## src/rtl/gf180mcu_osu_sc_clkdiv_pkg.sv

```systemverilog
// Shared types and defaults for the programmable clock divider cell.
// Provides the handshake state encoding and the default counter width / reset ratio.
package gf180mcu_osu_sc_clkdiv_pkg;

  localparam int CLKDIV_CNT_W   = 8;
  localparam int CLKDIV_DIV_RST = 0;

  typedef enum logic [1:0] {
    ST_RUN  = 2'd0,
    ST_PEND = 2'd1,
    ST_ACK  = 2'd2
  } clkdiv_state_e;

endpackage

```

## src/rtl/gf180mcu_osu_sc_12t_clkdiv_cnt.sv

```systemverilog
// Divider counter and CLKO toggle flop; tc is combinational, clko toggles on the edge after tc.
// Gating (en=0) parks the divider with clko low and cnt at zero; no backpressure.
module gf180mcu_osu_sc_12t_clkdiv_cnt #(
  parameter int CNT_W = 8
) (
  input  logic             clk,
  input  logic             rst_n,
  input  logic [CNT_W-1:0] div_q,
  input  logic             load,
  input  logic             en,
  output logic             tc,
  output logic             clko
);

  localparam logic [CNT_W-1:0] CNT_ONE = CNT_W'(1);

  logic [CNT_W-1:0] cnt_q, cnt_d;
  logic             clko_q, clko_d;
  logic             hold;

  always_comb begin
    tc     = (cnt_q == div_q);
    // Only park once clko is already low, so a gated clock never shortens a high phase.
    hold   = ~en & ~clko_q & (tc | (cnt_q == '0));
    cnt_d  = tc ? '0 : cnt_q + CNT_ONE;
    clko_d = tc ? ~clko_q : clko_q;
    if (hold) begin
      cnt_d  = '0;
      clko_d = clko_q;
    end
    if (load) begin
      cnt_d = '0;
    end
  end

  always_ff @(posedge clk or negedge rst_n) begin
    if (!rst_n) begin
      cnt_q  <= '0;
      clko_q <= 1'b0;
    end else begin
      cnt_q  <= cnt_d;
      clko_q <= clko_d;
    end
  end

  assign clko = clko_q;

endmodule

```

## src/rtl/gf180mcu_osu_sc_12t_clkdiv_prog.sv

```systemverilog
// Glitch-free programmable divider: CLKO period 2*(div+1); new ratio applied at a CLKO fall via 4-phase req/ack.
// Optional EN gate input when GF180MCU_OSU_SC_CLKDIV_GATE_EN is defined; requests wait in BUSY until applied.
module gf180mcu_osu_sc_12t_clkdiv_prog
  import gf180mcu_osu_sc_clkdiv_pkg::*;
#(
  parameter int CNT_W   = CLKDIV_CNT_W,
  parameter int DIV_RST = CLKDIV_DIV_RST
) (
  input  logic             CLK,
  input  logic             RN,
`ifdef GF180MCU_OSU_SC_CLKDIV_GATE_EN
  input  logic             EN,
`endif
  input  logic             DIV_REQ,
  input  logic [CNT_W-1:0] DIV_VAL,
  output logic             DIV_ACK,
  output logic             BUSY,
  output logic             CLKO
);

  localparam logic [CNT_W-1:0] DIV_RST_V = CNT_W'(DIV_RST);

  clkdiv_state_e    state_q, state_d;
  logic [CNT_W-1:0] div_q, div_d;
  logic [CNT_W-1:0] div_nxt_q, div_nxt_d;
  logic             busy_q, busy_d;
  logic             ack_q, ack_d;
  logic             load;
  logic             apply;
  logic             tc;
  logic             clko;
  logic             en_int;

`ifdef GF180MCU_OSU_SC_CLKDIV_GATE_EN
  assign en_int = EN;
`else
  assign en_int = 1'b1;
`endif

  gf180mcu_osu_sc_12t_clkdiv_cnt #(
    .CNT_W (CNT_W)
  ) u_cnt (
    .clk   (CLK),
    .rst_n (RN),
    .div_q (div_q),
    .load  (load),
    .en    (en_int),
    .tc    (tc),
    .clko  (clko)
  );

  always_comb begin
    state_d   = state_q;
    div_d     = div_q;
    div_nxt_d = div_nxt_q;
    busy_d    = busy_q;
    ack_d     = ack_q;
    load      = 1'b0;
    // Swapping the ratio only at the high->low toggle keeps every phase at least one full old or new length.
    apply     = (state_q == ST_PEND) & tc & clko;
    case (state_q)
      ST_RUN: begin
        if (DIV_REQ) begin
          div_nxt_d = DIV_VAL;
          busy_d    = 1'b1;
          state_d   = ST_PEND;
        end
      end
      ST_PEND: begin
        if (apply) begin
          div_d   = div_nxt_q;
          load    = 1'b1;
          busy_d  = 1'b0;
          ack_d   = 1'b1;
          state_d = ST_ACK;
        end
      end
      ST_ACK: begin
        if (!DIV_REQ) begin
          ack_d   = 1'b0;
          state_d = ST_RUN;
        end
      end
      default: begin
        state_d = ST_RUN;
      end
    endcase
  end

  always_ff @(posedge CLK or negedge RN) begin
    if (!RN) begin
      state_q   <= ST_RUN;
      div_q     <= DIV_RST_V;
      div_nxt_q <= '0;
      busy_q    <= 1'b0;
      ack_q     <= 1'b0;
    end else begin
      state_q   <= state_d;
      div_q     <= div_d;
      div_nxt_q <= div_nxt_d;
      busy_q    <= busy_d;
      ack_q     <= ack_d;
    end
  end

  assign DIV_ACK = ack_q;
  assign BUSY    = busy_q;
  assign CLKO    = clko;

endmodule

```

## config.mk

```make
export PLATFORM = sky130hd
export DESIGN_NAME = gf180mcu_osu_sc_12t_clkdiv_prog
export DESIGN_NICKNAME = d
export VERILOG_FILES = /design/src/rtl/gf180mcu_osu_sc_clkdiv_pkg.sv /design/src/rtl/gf180mcu_osu_sc_12t_clkdiv_cnt.sv /design/src/rtl/gf180mcu_osu_sc_12t_clkdiv_prog.sv
export SDC_FILE = /design/constraint.sdc
export NUM_CORES = 1
export LEC_CHECK = 0
export BUFFER_PORTS_ARGS = -buffer_cell sky130_fd_sc_hd__clkbuf_2
export CAP_MARGIN = 30
export CORE_ASPECT_RATIO = 1.2
export CORE_UTILIZATION = 50
export CTS_CLUSTER_SIZE = 20
export DETAILED_ROUTE_END_ITERATION = 8
export PLACE_DENSITY = 0.7
export SLEW_MARGIN = 10
export SYNTH_ARGS = -nofsm -noshare
export SYNTH_HDL_FRONTEND = slang
export SYNTH_SLANG_ARGS = --single-unit
```

## constraint.sdc

```tcl
create_clock -name CLK -period 5.4 [get_ports CLK]
set_clock_uncertainty 0.05 [all_clocks]
set_input_delay 1.08 -clock CLK [delete_from_list [all_inputs] [get_ports CLK]]
set_output_delay 1.08 -clock CLK [all_outputs]
set_load 0.1 [all_outputs]
```

==> run_results.csv, run 1 <==
group,metric,value,unit
floorplanning,die_h,57.5,um
floorplanning,initial_utilization,0.545,
final_layout,fin_nets,123,
routing,wl,1.97,mm
final_layout,diodes,0,
yosys,ys_ff_latch,29,
yosys,yosysTopAreaCell,"dfrtp_1",
global_route,overflow,0,
power,switching_power,0.000340,W
final_layout,syn2layout_area_growth,13.4,%
floorplanning,core,2350,um2
routing,drtPass1Iterations,4,
clock_network,cts_setup_buffers,0,
critical_path,crit_slowest_cell,"clkbuf_2",
timing,fmax,0.425,GHz
final_layout,drive_gt1_frac,0.402,
power,cellPowerDensity,627,nW/um2
power,p_sw_frac,0.373,
timing,setup_tns,0,ns
power,p_leak,0.697,nW
floorplanning,num_rows,19,
clock_network,clock_latency,0.33,ns
clock_network,cts.sinks,29,
yosys,synth_area,1280,um2
yosys,netlist_top_cells_area,"dfrtp_1 57%, xor2_1 9.6%, mux2_4 8.2%",
run,cap_violations,0,
routing,drt_iter0_markers,7,
timing,rsz0062_at_grt,"no",
floorplanning,ios,14,
critical_path,crit_fanout,4,
power,ir_drop,0.407,mV
place,port-buffer-count,13,
critical_path,crit_chain,"clkbuf_2",
clock_network,numCtsBuffers,5,
routing,final_antenna_net_count,0,
global_route,track_usage,0.195,
clock_network,cts.htree.levels,2,
clock_network,cts_resized,0,
yosys,synth_cells,93,
global_route,grt_pass1_wl,3.57,mm
routing,routed_via_density,5.12,
yosys,synth_area_per_cell,13.8,um2
power,p_seq_frac,0.441,
routing,num_vias,732,
clock_network,cts_hold_buf,0,
yosys,ys_seq_area_frac,0.565,
routing,wire_per_inst,13.8,um
critical_path,path_buf_inv,1,
clock_network,cts_max_path_buffers,2,
power,clkPwrFrac,0.207,
power,p_int,0.000572,W
yosys,synth.distinct_cells,24,
routing,drc,0,
timing,final_hold_viol_count,0,
timing,tightest_slew,0.687,ns
run_status,status,"finished, final reports clean",
place,dp_hpwl,1.44,mm
floorplanning,die_area,2770,um2
timing,slew_headroom,0.542,
global_route,grt_max_degree,30,
timing,fin_ws,3.05,ns
critical_path,cp-end-kind,"output port",
power,combPwrFrac,0.352,
critical_path,crit_path_max_incr_delay,0.48,ns
timing,finalMaxSlewViolations,0,
timing,fin_crit,2.35,ns
critical_path,cp_top_family,"buffers and inverters",
critical_path,cp-start-kind,"register",
clock_network,tritoncts,"built",
yosys,yosysWarnings,0,
clock_network,cts-root-buf,"clkbuf_4",
clock_network,path_clk_slew,0.09,ns
global_route,antenna_found_initial,0,
yosys,synthesis.nets,105,
global_route,grt_pass1_vias,785,
hold_path,min_path_type,"reg2reg",
critical_path,cp.arrival,1.22,ns
critical_path,required,4.27,ns
timing,period_share,0.436,
place,place_ws,3.24,ns
place,gp_congestion,0.807,
yosys,synth_top_area_share,0.565,
floorplanning,die_w,48.3,um
critical_path,critPathKind,"reg2out",
timing,finalSetupViolations,0,
timing,final.hold.worst_slack,0.456,ns
Yosys cell counts (all sizes together):
cell type  number
nand3           6
nor2            8
and3            2
dfrtp          29
and4            1
nor2b           1
inv             2
a21o            2
ha              1
xnor2           1
mux2           16
xor2           14
nor4            2
clkbuf          1
nor3b           1
nand3b          1
and2            1
buf             2
o21bai          1
a31o            1
path summary, 6_finish.rpt:
kind,cells after the start,start,slack (ns),to
max,1,u_cnt.clko$_DFFE_PN0P_,3.05,CLKO
min,1,DIV_ACK$_DFFE_PN0P_,0.46,DIV_ACK$_DFFE_PN0P_
max reg2reg,4,u_cnt.cnt_q[0]$_DFF_PN0_,3.42,div_q[2]$_DFFE_PN0N_
min reg2reg,1,DIV_ACK$_DFFE_PN0P_,0.46,DIV_ACK$_DFFE_PN0P_
max in group asynchronous,1,RN,4.14,div_nxt_q[5]$_DFFE_PN0P_
min in group asynchronous,1,RN,0.72,u_cnt.cnt_q[3]$_DFF_PN0_
power by group through the flow:
stage          sequential [W]  combinational (W)  clock [W]
3_5_place_dp         0.000407           0.000326          0
4_1_cts              0.000404           0.000325   0.000193
5_1_grt              0.000418           0.000353   0.000206
3_3_place_gp         0.000404           0.000311          0
6_report             0.000402           0.000321   0.000189
2_1_floorplan        0.000462           0.000202          0
per-stage QoR:
step | util | cells | power, W | cell area [um2]
after floorplan | - | 93 | 0.000663 | 1280
after global placement | 0.581 | 135 | 0.000715 | 1370
after detailed placement | 0.581 | 135 | 0.000733 | 1370
after CTS | 0.618 | 143 | 0.000922 | 1460
after global routing | 0.618 | 143 | 0.000977 | 1460
final | 0.618 | 143 | 0.000912 | 1460
cell usage in the layout (no fill, tap or decap), drive strengths merged:
cell,instances
bufinv,1
ha,1
nor2b,1
and2,1
a21o,2
clkbuf,19
mux2,16
and3,2
nand3b,1
nor3b,1
xor2,14
o21bai,1
buf,1
xnor2,1
inv,2
nor2,8
dfrtp,29
a31o,1
nor4,2
and4,1
nand3,6
clkinvlp,1
area by class of cell:
cell class | instances | area, um2
multi-input combinational | 59 | 522
sequential | 29 | 726
timing repair buffer | 14 | 72.6
fill | 182 | 898
inverter | 2 | 7.51
tap | 31 | 38.8
clock buffer | 6 | 51.3
clock inverter | 2 | 37.5
per-layer routing:
metal / up-vias / wire length, um / GRT usage / part of all wire
met4: 0 / 37 / 0.0714 / 0.019
met3: 5 / 101 / 0.104 / 0.051
met2: 13 / 978 / 0.284 / 0.50
li1: 354 / - / - / -
met5: - / 0 / 0 / 0
met1: 360 / 850 / 0.239 / 0.43
registers in the layout, indices dropped and copies added, names as in the netlist:
register,count
u_cnt.cnt_q,8
DIV_ACK,1
state_q,2
u_cnt.clko,1
div_q,8
BUSY,1
div_nxt_q,8
logic make-up (layout without fill, tap and decap cells):
| family | after synthesis | count (layout) | synth area share |
|---|---|---|---|
| AO/OA/AOI/OAI | 4 | 4 | 0.0253 |
| flip-flops | 29 | 29 | 0.565 |
| adder cells (fa/ha/maj) | 1 | 1 | 0.00975 |
| AND/OR/NAND/NOR | 23 | 23 | 0.108 |
| XOR/XNOR | 15 | 15 | 0.102 |
| multiplexers | 16 | 16 | 0.161 |
| buffers and inverters | 5 | 24 | 0.0283 |
(Power assumes the default switching activity.)
==> inputs of run 2 (changes only) <==
- PLACE_DENSITY: 0.7 -> 0.72
- clock period: 5.4 -> 2.1 ns (I/O delays scaled with it)
==> run 2 against run 1 <==
Effect of this change:
- die area stayed put
- setup slack worse by 2.9 ns
- sequential power grew to 2.6 times the previous value
- clock-buffer cell count stayed put
- cell area stayed put
- critical path depth is 3 higher
- final cell count stayed put
- critical path type is now reg2reg
- highest routed layer unchanged
==> run_results.csv, run 2 (synthesized netlist as in run 1, its figures left out) <==
group,metric,value,unit
run_status,status,"finished, final reports clean",
place,gp_congestion,0.805,
critical_path,cp-start-kind,"register",
global_route,track_usage,0.198,
global_route,overflow,0,
routing,routed_via_density,5.03,
routing,wire_per_inst,14.6,um
power,ir_drop,0.994,mV
timing,final.hold.worst_slack,0.0698,ns
final_layout,multi_input_area,522,um2
final_layout,final_common_cell,"dfrtp_1",
power,p_sw_frac,0.377,
floorplanning,core,2350,um2
clock_network,cts.sinks,29,
clock_network,cts_setup_buffers,0,
timing,tightest_slew,0.690,ns
floorplanning,die_area,2770,um2
floorplanning,initial_utilization,0.545,
clock_network,cts_hold_buf,0,
final_layout,top_regs,"div_nxt_q x8, div_q x8, u_cnt.cnt_q x8",
global_route,antenna_found_initial,0,
routing,drtPass1Iterations,4,
critical_path,crit_fanout,11,
final_layout,register_area,726,um2
final_layout,fin_cells,143,
routing,num_vias,720,
global_route,grt_pass1_vias,771,
clock_network,cts_resized,0,
final_layout,drive_gt1_frac,0.402,
floorplanning,num_rows,19,
final_layout,fill_cells,181,
clock_network,cts.htree.levels,2,
critical_path,cp-end-kind,"register",
timing,fin_crit,1.93,ns
power,switching_power,0.000889,W
timing,rsz0062_at_grt,"no",
critical_path,cp.arrival,2.09,ns
timing,fmax,0.518,GHz
timing,finalSetupViolations,0,
power,p_seq_frac,0.442,
routing,drc,0,
floorplanning,die_h,57.5,um
timing,setup_tns,0,ns
power,cellPowerDensity,1620,nW/um2
floorplanning,die_w,48.3,um
power,p_int,0.00147,W
clock_network,tritoncts,"built",
place,dp_hpwl,1.46,mm
clock_network,cts_max_path_buffers,2,
routing,drt_iter0_markers,12,
global_route,grt_pass1_wl,3.59,mm
power,combPwrFrac,0.353,
routing,final_antenna_net_count,0,
clock_network,clock_latency,0.33,ns
place,dp_cells,135,
place,port-buffer-count,13,
clock_network,path_clk_slew,0.10,ns
power,p_leak,0.697,nW
floorplanning,ios,14,
timing,slew_headroom,0.540,
clock_network,numCtsBuffers,5,
timing,finalMaxSlewViolations,0,
final_layout,final_cell_mix,"29 x dfrtp_1, 14 x xor2_1, 13 x clkbuf_2, 9 x mux2_2, 8 x nor2_1",
timing,period_share,0.919,
clock_network,cts-root-buf,"clkbuf_4",
power,clkPwrFrac,0.205,
routing,wl,2.08,mm
final_layout,diodes,0,
final_layout,syn2layout_area_growth,13.4,%
hold_path,min_path_type,"in2async",
critical_path,required,2.26,ns
timing,final_hold_viol_count,0,
power,power.total,0.00236,W
global_route,grt_max_degree,30,
critical_path,critPathKind,"reg2reg",
run,cap_violations,0,
final_layout,fin_nets,123,
-- run 2: cell counts in the layout (fill, tap and decap cells not counted) --
Identical to the previous run, type by type.
-- run 2: final cells by class --
cell class,instances,share of cell area
multi-input combinational,59,0.359
clock inverter,2,0.0258
tap,31,0.0267
timing repair buffer,14,0.0499
clock buffer,6,0.0353
inverter,2,0.00516
sequential,29,0.499
-- run 2: routing by layer --
metal,global-route usage,share of wire,wire length [um],up-vias
met2,0.284,0.51,1060,14
met4,0.0992,0.014,29,0
met5,0,0,0,-
li1,-,-,-,353
met1,0.241,0.43,895,351
met3,0.0981,0.047,97,2
-- run 2: worst paths after layout --
path	startpoint	endpoint	slack (ns)	cells past startpoint
min in group CLK	DIV_VAL[6]	div_nxt_q[6]$_DFFE_PN0P_	0.26	2
worst max register to register	u_cnt.cnt_q[0]$_DFF_PN0_	div_q[2]$_DFFE_PN0N_	0.17	4
worst min register to register	DIV_ACK$_DFFE_PN0P_	DIV_ACK$_DFFE_PN0P_	0.45	1
worst max-delay path	u_cnt.cnt_q[0]$_DFF_PN0_	div_q[2]$_DFFE_PN0N_	0.17	4
max in group asynchronous	RN	div_nxt_q[2]$_DFFE_PN0P_	1.48	1
worst min-delay path	RN	div_nxt_q[6]$_DFFE_PN0P_	0.07	1
-- run 2: through the flow --
stage | worst slack [ns] | instance area [um2] | util
2_1_floorplan | 0.154 | 1280 | -
3_3_place_gp | 0.234 | 1370 | 0.581
3_5_place_dp | 0.165 | 1370 | 0.581
4_1_cts | 0.157 | 1460 | 0.618
5_1_grt | 0.0716 | 1460 | 0.618
6_report | 0.170 | 1460 | 0.618
-- run 2: worst max-delay path, stage by stage, from the launching register on --
cell,delay (ns)
dfrtp_1,0.44
xor2_1,0.19
nor4_2,0.36
and4_4,0.41
mux2_2,0.36
-- run 2: power by group through the flow --
| stage | combinational, W | sequential, W | clock [W] |
|---|---|---|---|
| floorplan | 0.000519 | 0.00119 | 0 |
| global placement | 0.000807 | 0.00104 | 0 |
| detailed placement | 0.000843 | 0.00105 | 0 |
| CTS | 0.000845 | 0.00104 | 0.000499 |
| global route | 0.000900 | 0.00108 | 0.000525 |
| finish | 0.000834 | 0.00104 | 0.000483 |
